===== config.mk =====
export PLATFORM = sky130hd
export DESIGN_NAME = text_console_writer
export DESIGN_NICKNAME = d
export VERILOG_FILES = /design/src/rtl/console_pkg.sv /design/src/rtl/clear_sequencer.sv /design/src/rtl/text_console_writer.sv
export SDC_FILE = /design/constraint.sdc
export NUM_CORES = 1
export LEC_CHECK = 0
export BUFFER_PORTS_ARGS = -buffer_cell sky130_fd_sc_hd__buf_4
export CAP_MARGIN = 20
export CORE_MARGIN = 3
export CORE_UTILIZATION = 37
export CTS_CLUSTER_DIAMETER = 50
export CTS_CLUSTER_SIZE = 10
export DETAILED_ROUTE_END_ITERATION = 10
export PLACE_DENSITY = 0.62
export SLEW_MARGIN = 20
export SYNTH_ARGS = -nofsm -noshare
export SYNTH_HDL_FRONTEND = slang
export SYNTH_SLANG_ARGS = --single-unit

===== constraint.sdc =====
create_clock -name clk -period 2.6 [get_ports clk]
set_clock_uncertainty 0.15 [all_clocks]
set_input_delay 0.52 -clock clk [delete_from_list [all_inputs] [get_ports clk]]
set_output_delay 0.52 -clock clk [all_outputs]
set_load 0.03 [all_outputs]

===== src/rtl/console_pkg.sv =====
// Shared definitions for the text console: geometry defaults, ASCII control
// codes, the controller state type and the tile RAM address packing helper.
package console_pkg;

  localparam int unsigned MAX_X_DEF = 80;
  localparam int unsigned MAX_Y_DEF = 30;
  localparam int unsigned COL_W     = 7;
  localparam int unsigned ROW_W     = 5;
  localparam int unsigned ADDR_W    = ROW_W + COL_W;
  localparam int unsigned CHAR_W    = 7;
  localparam int unsigned BYTE_W    = 8;

  localparam logic [CHAR_W-1:0] BLANK_CHAR_DEF = 7'h20;

  localparam logic [BYTE_W-1:0] BS = 8'h08;
  localparam logic [BYTE_W-1:0] LF = 8'h0A;
  localparam logic [BYTE_W-1:0] FF = 8'h0C;
  localparam logic [BYTE_W-1:0] CR = 8'h0D;

  localparam logic [BYTE_W-1:0] PRINT_LO = 8'h20;
  localparam logic [BYTE_W-1:0] PRINT_HI = 8'h7E;

  typedef enum logic [1:0] {
    IDLE       = 2'd0,
    CLR_LINE   = 2'd1,
    CLR_SCREEN = 2'd2
  } console_state_t;

  // Tile RAM address layout shared with the display stage.
  function automatic logic [ADDR_W-1:0] tile_addr(input logic [ROW_W-1:0] row,
                                                  input logic [COL_W-1:0] col);
    return {row, col};
  endfunction

endpackage


===== src/rtl/clear_sequencer.sv =====
// Column/row address counter that walks a single row or the whole screen
// for the blanking operations of the console writer.
module clear_sequencer
  import console_pkg::*;
#(
  parameter int unsigned MAX_X = MAX_X_DEF,
  parameter int unsigned MAX_Y = MAX_Y_DEF
) (
  input  logic             clk,
  input  logic             reset,
  input  logic             start_line,
  input  logic             start_screen,
  input  logic [ROW_W-1:0] row_in,
  input  logic             advance,
  output logic [COL_W-1:0] col,
  output logic [ROW_W-1:0] row,
  output logic             done
);

  localparam logic [COL_W-1:0] LAST_COL = COL_W'(MAX_X - 1);
  localparam logic [ROW_W-1:0] LAST_ROW = ROW_W'(MAX_Y - 1);

  logic line_mode;

  // Out of reset the counter is parked at the screen origin in screen mode.
  always_ff @(posedge clk or negedge reset) begin
    if (!reset) begin
      col       <= '0;
      row       <= '0;
      line_mode <= 1'b0;
    end else if (start_screen) begin
      col       <= '0;
      row       <= '0;
      line_mode <= 1'b0;
    end else if (start_line) begin
      col       <= '0;
      row       <= row_in;
      line_mode <= 1'b1;
    end else if (advance) begin
      if (col == LAST_COL) begin
        col <= '0;
        if (!line_mode) begin
          row <= (row == LAST_ROW) ? '0 : row + ROW_W'(1);
        end
      end else begin
        col <= col + COL_W'(1);
      end
    end
  end

  // Current address is the final one of the operation.
  assign done = (col == LAST_COL) && (line_mode || (row == LAST_ROW));

endmodule


===== src/rtl/text_console_writer.sv =====
// Byte-stream to tile RAM writer for the 80x30 text display: cursor tracking,
// control codes, line wrap and row/screen blanking.
module text_console_writer
  import console_pkg::*;
#(
  parameter int unsigned       MAX_X          = MAX_X_DEF,
  parameter int unsigned       MAX_Y          = MAX_Y_DEF,
  parameter logic [CHAR_W-1:0] BLANK_CHAR     = BLANK_CHAR_DEF,
  parameter bit                CLEAR_ON_RESET = 1'b1
) (
  input  logic              clk,
  input  logic              reset,
  input  logic [BYTE_W-1:0] in_data,
  input  logic              in_valid,
  output logic              in_ready,
  output logic              ram_we,
  output logic [ADDR_W-1:0] ram_addr,
  output logic [CHAR_W-1:0] ram_din,
  output logic [COL_W-1:0]  cur_x,
  output logic [ROW_W-1:0]  cur_y,
  output logic              busy
);

  localparam logic [COL_W-1:0] LAST_COL = COL_W'(MAX_X - 1);
  localparam logic [ROW_W-1:0] LAST_ROW = ROW_W'(MAX_Y - 1);

  console_state_t   state;
  logic             accept;
  logic             is_print;
  logic             wrap;
  logic [ROW_W-1:0] next_row;
  logic             start_line;
  logic             start_screen;
  logic [COL_W-1:0] seq_col;
  logic [ROW_W-1:0] seq_row;
  logic             seq_done;

  assign in_ready = (state == IDLE);
  assign busy     = ~in_ready;
  assign accept   = in_valid && in_ready;

  // Input decode and the row a newline or wrap lands on (no scrolling).
  always_comb begin
    is_print     = (in_data >= PRINT_LO) && (in_data <= PRINT_HI);
    wrap         = is_print && !(cur_x < LAST_COL);
    next_row     = (cur_y == LAST_ROW) ? '0 : cur_y + ROW_W'(1);
    start_line   = accept && (wrap || (in_data == LF));
    start_screen = accept && (in_data == FF);
  end

  clear_sequencer #(
    .MAX_X (MAX_X),
    .MAX_Y (MAX_Y)
  ) u_clear_sequencer (
    .clk          (clk),
    .reset        (reset),
    .start_line   (start_line),
    .start_screen (start_screen),
    .row_in       (next_row),
    .advance      (busy),
    .col          (seq_col),
    .row          (seq_row),
    .done         (seq_done)
  );

  // Controller FSM, cursor and registered RAM write port.
  always_ff @(posedge clk or negedge reset) begin
    if (!reset) begin
      state    <= CLEAR_ON_RESET ? CLR_SCREEN : IDLE;
      ram_we   <= 1'b0;
      ram_addr <= '0;
      ram_din  <= '0;
      cur_x    <= '0;
      cur_y    <= '0;
    end else begin
      ram_we <= 1'b0;
      case (state)
        IDLE: begin
          if (in_valid) begin
            if (is_print) begin
              ram_we   <= 1'b1;
              ram_addr <= tile_addr(cur_y, cur_x);
              ram_din  <= in_data[CHAR_W-1:0];
              if (wrap) begin
                cur_x <= '0;
                cur_y <= next_row;
                state <= CLR_LINE;
              end else begin
                cur_x <= cur_x + COL_W'(1);
              end
            end else begin
              case (in_data)
                CR: cur_x <= '0;
                LF: begin
                  cur_x <= '0;
                  cur_y <= next_row;
                  state <= CLR_LINE;
                end
                BS: begin
                  if (cur_x != '0) begin
                    cur_x    <= cur_x - COL_W'(1);
                    ram_we   <= 1'b1;
                    ram_addr <= tile_addr(cur_y, cur_x - COL_W'(1));
                    ram_din  <= BLANK_CHAR;
                  end
                end
                FF: begin
                  cur_x <= '0;
                  cur_y <= '0;
                  state <= CLR_SCREEN;
                end
                default: ;
              endcase
            end
          end
        end
        CLR_LINE, CLR_SCREEN: begin
          ram_we   <= 1'b1;
          ram_addr <= tile_addr(seq_row, seq_col);
          ram_din  <= BLANK_CHAR;
          if (seq_done) begin
            state <= IDLE;
          end
        end
        default: state <= IDLE;
      endcase
    end
  end

endmodule


Word level (Yosys, flattened, before mapping):

Index checks and enable logic that the tools add are counted.

* register bits after elaboration: 47
* output and inout bits: 34

* add/subtract/negate cells: 5
* magnitude comparators: 3
* equality and inequality tests: 19
* muxes and demuxes: 41
* bitwise gates (word level): 1
* reductions and logical operators: 23

Operators with widths (count)
* two-way mux 7 bit: 11
* two-way mux 12 bit: 4
* two-way mux 5 bit: 9
* equality test 8 x 4 -> 1 bit, second input constant: 4
* one-hot mux 7 bit (2 select lines): 2
* one-hot mux 12 bit (2 select lines): 1
* AND reduction 4 bit: 4
* adder 7 x 1 -> 7 bit, second input constant: 2
* adder 5 x 1 -> 5 bit, second input constant: 2
* equality test 5 bit, second input constant: 2
* one-hot mux 5 bit (2 select lines): 1
* != test 3 x 1 -> 1 bit, second input constant: 3
* nonzero test 3 bit: 3
* >= comparator 8 x 6 -> 1 bit, second input constant: 1
* <= comparator 8 x 7 -> 1 bit, second input constant: 1
* two-way mux 2 bit: 4
* one-hot mux 2 bit (2 select lines): 2
* equality test 7 bit, second input constant: 1
* less-than comparator 7 bit, second input constant: 1
* nonzero test 7 bit: 1
* subtractor 7 x 1 -> 7 bit, second input constant: 1
* logical AND 1 bit: 6
* two-way mux 1 bit: 6
* != test 3 bit, second input constant: 2
* 15 further kinds: 18

Logic depth before layout (Yosys ltp):

* depth in word-level cells: 7
* depth in mapped cells: 9
* depth with buffers taken out: 7

Modules after synthesis:

A second synthesis with hierarchy kept.

* cells, all modules: 319
* area, all modules: 3051.7 um^2

By module, submodules not included
* text_console_writer: times used 1, cells each 235, area an instance 2296.0 um^2, sequential area each 852.1 um^2
* clear_sequencer: times used 1, cells each 84, area an instance 755.7 um^2, sequential area each 325.3 um^2

Worst setup path after synthesis:

Ideal clock, no wire load.

* path kind: register to register
* from: reg cur_x[0]
* to: reg ram_addr[11]
* arrival time: 2.207 ns
* data required time: 2.325 ns
* path slack: 0.117 ns
* cell stages (with the launch flop): 9
* buffers on the path: 1
* clock period less this slack: 2.483 ns
* cell sequence: dfrtp_1 -> inv_1 -> ha_1 -> nor2b_1 -> a311oi_1 -> a21o_1 -> a22oi_4 -> buf_8 -> mux2_4

* longest elaborated chain between the ends: 3

RTL lines
* start: declaration: line text_console_writer.sv:19 `output logic [COL_W-1:0] cur_x,`
* start signal: assignment: line text_console_writer.sv:89 `cur_x <= cur_x + COL_W'(1);`
* start signal: assignment: line text_console_writer.sv:101 `cur_x <= cur_x - COL_W'(1);`
* nonzero test 7 bit: line text_console_writer.sv:100 `if (cur_x != '0) begin`
* != test 3 x 1 -> 1 bit (no source line)
* AND reduction 4 bit (no source line)
* end signal: assignment: line text_console_writer.sv:82 `ram_addr <= tile_addr(cur_y, cur_x);`
* end signal: assignment: line text_console_writer.sv:103 `ram_addr <= tile_addr(cur_y, cur_x - COL_W'(1));`
* end signal: assignment: line text_console_writer.sv:119 `ram_addr <= tile_addr(seq_row, seq_col);`
* end: declaration: line text_console_writer.sv:17 `output logic [ADDR_W-1:0] ram_addr,`

No other way between the ends.
A chain may end at the register's enable or synchronous reset.

Final worst setup path:

* from: reg state[1]
* to: out busy

* longest elaborated chain between the ends: 2

RTL lines
* start: declaration: line text_console_writer.sv:27 `console_state_t state;`
* start signal: assignment: line text_console_writer.sv:69 `state <= CLEAR_ON_RESET ? CLR_SCREEN : IDLE;`
* logical NOT 2 bit: line text_console_writer.sv:38 `assign in_ready = (state == IDLE);`
* NOT 1 bit: line text_console_writer.sv:39 `assign busy = ~in_ready;`
* end: declaration: line text_console_writer.sv:21 `output logic busy`

No other way between the ends.

==> results.json <==
{
  "outcome": "completed",
  "power.switching_mw": 1.84,
  "synthTopCellsByArea": "dfrtp_1, mux2_2, ha_1",
  "finalWirelength_um": 7760,
  "antenna_cells": 0,
  "hold_class": "in2async",
  "finalCritPeriodShare": 0.928,
  "reg2reg_depth": 7,
  "met3_usage": 0.0258,
  "met1_usage": 0.243,
  "setup_ws_ns": 0.187,
  "die_h_um": 96.3,
  "grt_start_max_net_pins": 48,
  "layout.cells.most_common": "buf_4",
  "hold_viol": 0,
  "p_seq_frac": 0.326,
  "clk_pin_slew_ns": 0.09,
  "crit_path_end_kind": "output port",
  "clk_latency_ns": 0.30,
  "cp.depth": 5,
  "globalplace.congestion": 0.828,
  "grt_pass1_wl_um": 12900,
  "ys_seq_area_frac": 0.390,
  "cts_max_path_buffers": 2,
  "netlist.top_cell.by_area": "dfrtp_1",
  "relSlewSlack": 0.597,
  "synth-main-ff-cell": "dfrtp_1",
  "critPathArrivalTime_ns": 1.74,
  "p_comb_frac": 0.541,
  "async_reset_ff_frac": 1.00,
  "io_buffers": 44,
  "worstSetupStartpointType": "register",
  "maxCapViolCount": 0,
  "pwr_density_cell_nw_per_um2": 1110,
  "holdBufCountCts": 0,
  "worst_pin_slew_ns": 0.604,
  "criticalPathCategory": "reg2out",
  "drv_slew": 0,
  "power.leakage_nw": 1.68,
  "cts_sinks": 47,
  "crit_start": "state[1]",
  "ys_types": 58,
  "synthCells": 320,
  "path_max_fanout": 10,
  "crit_required_ns": 1.93,
  "finalSetupViolCount": 0,
  "num_vias": 2653,
  "ys_ff_latch": 47,
  "final_antenna_net_count": 0,
  "synth_area_per_cell_um2": 9.43,
  "vias_per_cell": 5.59,
  "hpwl_um": 5780,
  "clockRootBuffer": "clkbuf_8",
  "antenna_found_initial": 0,
  "switching_share": 0.450,
  "synth_top_cell_area_share": 0.381,
  "grtUsageMet2": 0.286,
  "drc": 0,
  "path_buf_inv": 4,
  "first_pass_iters": 4,
  "rows": 32,
  "fin_tns_setup_ns": 0,
  "fillers": 775,
  "dp_worst_setup_slack_ns": 0.0897,
  "start_util": 0.387,
  "cts_tree": "yes",
  "layout.nets": 393,
  "first_global_vias": 2623,
  "critPathTopFamily": "buffers and inverters",
  "track_usage": 0.177,
  "drive_gt1_frac": 0.260,
  "grt-ovfl-total": 0,
  "cp_slowest_cell": "dfstp_2",
  "worstPathCellList": "inv_1 -> ha_1 -> buf_4 -> inv_1 -> buf_4",
  "yosysWarnings": 0,
  "cts_buffers": 5,
  "wl_per_cell_um": 16.3,
  "irDropWorstVdd_uv": 590,
  "fin_crit_ns": 2.41,
  "p_clk_frac": 0.133,
  "h-tree-depth": 2,
  "r2r_start": "cur_x[1]",
  "drt_iter0_drc": 160,
  "synth_edf_count": 0,
  "gr-max-usage-layer": "met2",
  "die-area_um2": 9280,
  "core-area_um2": 7810,
  "grt_setup_unrepaired": "false",
  "worst_path_largest_cell_delay_ns": 0.56,
  "p_int_mw": 2.25,
  "netlist_area_um2": 3020,
  "ios": 45,
  "syn_nets": 341,
  "fmax_mhz": 414,
  "area.growth.synth_to_final_pct": 21.8,
  "mostFrequentLayoutCells": "buf_4, dfrtp_1, nor2_1",
  "dieWidth_um": 96.3
}
-- per-stage QoR --
stage	power, mW	util	std cells	area [um^2]	hold slack (ns)
after floorplan	2.77	-	320	3020	0.0744
after global placement	3.55	0.455	467	3550	0.315
after detailed placement	3.56	0.455	467	3550	0.323
after CTS	4.13	0.470	475	3670	0.0832
after global routing	4.41	0.471	475	3670	0.101
final	4.10	0.471	475	3670	0.0612
-- worst register-to-register path, delay by kind of cell, from the launching register on --
kind	cells	cell delay, ns
fa+ha+maj	1	0.20
compound gates	2	0.67
flops	1	0.46
buf+inv	1	0.15
mux	1	0.20
simple gates	2	0.49
-- Yosys cell counts (5+ instances only) --
master and instances:
a21o_1 7, a21oi_1 12, and4_1 6, buf_2 6, clkbuf_1 11, dfrtp_1 46
ha_1 10, inv_1 14, mux2_2 13, mux2i_1 6, nand2_1 20, nand3_1 14
nor2_1 26, nor2b_1 8, nor3_1 12, nor3b_1 5, o211ai_1 5, o21ai_0 14
o31ai_1 5, o41ai_1 5, or3_1 5
-- repair_timing --
item / in CTS / in global routing
setup buffers: 0 / 0
endpoints found under the setup margin: 0 / 7
gates resized for setup: 0 / 2
-- worst paths after layout --
check | to | slack [ns]
max | busy | 0.19
min | cur_y[3] | 0.06
max reg2reg | cur_x[0] | 0.20
min reg2reg | ram_din[3] | 0.34
max in group asynchronous | cur_x[5] | 1.82
min in group clk | ram_din[3] | 0.34
-- registers in the layout, indices dropped and copies added, names as in the netlist --
register                     flops
cur_y                            5
state                            2
u_clear_sequencer.line_mode      1
ram_we                           1
u_clear_sequencer.col            7
ram_addr                        12
ram_din                          7
u_clear_sequencer.row            5
cur_x                            7
-- cells by family (layout without fill, tap and decap cells) --
group / Yosys count / in the layout / share of synthesized area
AO/OA/AOI/OAI: 87 / 87 / 0.214
XOR/XNOR: 4 / 4 / 0.0116
adder cells (fa/ha/maj): 10 / 10 / 0.0415
buffers and inverters: 33 / 86 / 0.0497
flip-flops: 47 / 47 / 0.390
multiplexers: 23 / 23 / 0.0883
AND/OR/NAND/NOR: 116 / 116 / 0.204
-- metal layers --
metal / part of all wire / up-vias / wire, um
met1: 0.47 / 1288 / 3670
met4: 0.014 / 0 / 110
met5: 0 / - / 0
met2: 0.48 / 53 / 3690
met3: 0.038 / 9 / 294
li1: - / 1303 / -
-- power by group through the flow --
stage	sequential [mW]	combinational, mW	clock, mW
3_5_place_dp	1.35	2.22	0
3_3_place_gp	1.34	2.21	0
5_1_grt	1.39	2.41	0.609
2_1_floorplan	1.70	1.06	0
6_report	1.34	2.22	0.546
4_1_cts	1.33	2.23	0.568
-- area by class of cell --
| type | instances | area [um^2] | area share |
|---|---|---|---|
| clock buffers | 5 | 68.8 | 0.0187 |
| clock inverters | 3 | 43.8 | 0.0119 |
| inverters | 14 | 52.6 | 0.0143 |
| multi-input cells | 240 | 1700 | 0.462 |
| flip-flops and latches | 47 | 1180 | 0.320 |
| well taps | 102 | 128 | 0.0347 |
| repair buffers | 64 | 505 | 0.138 |
Power figures use the tool's default switching activity.
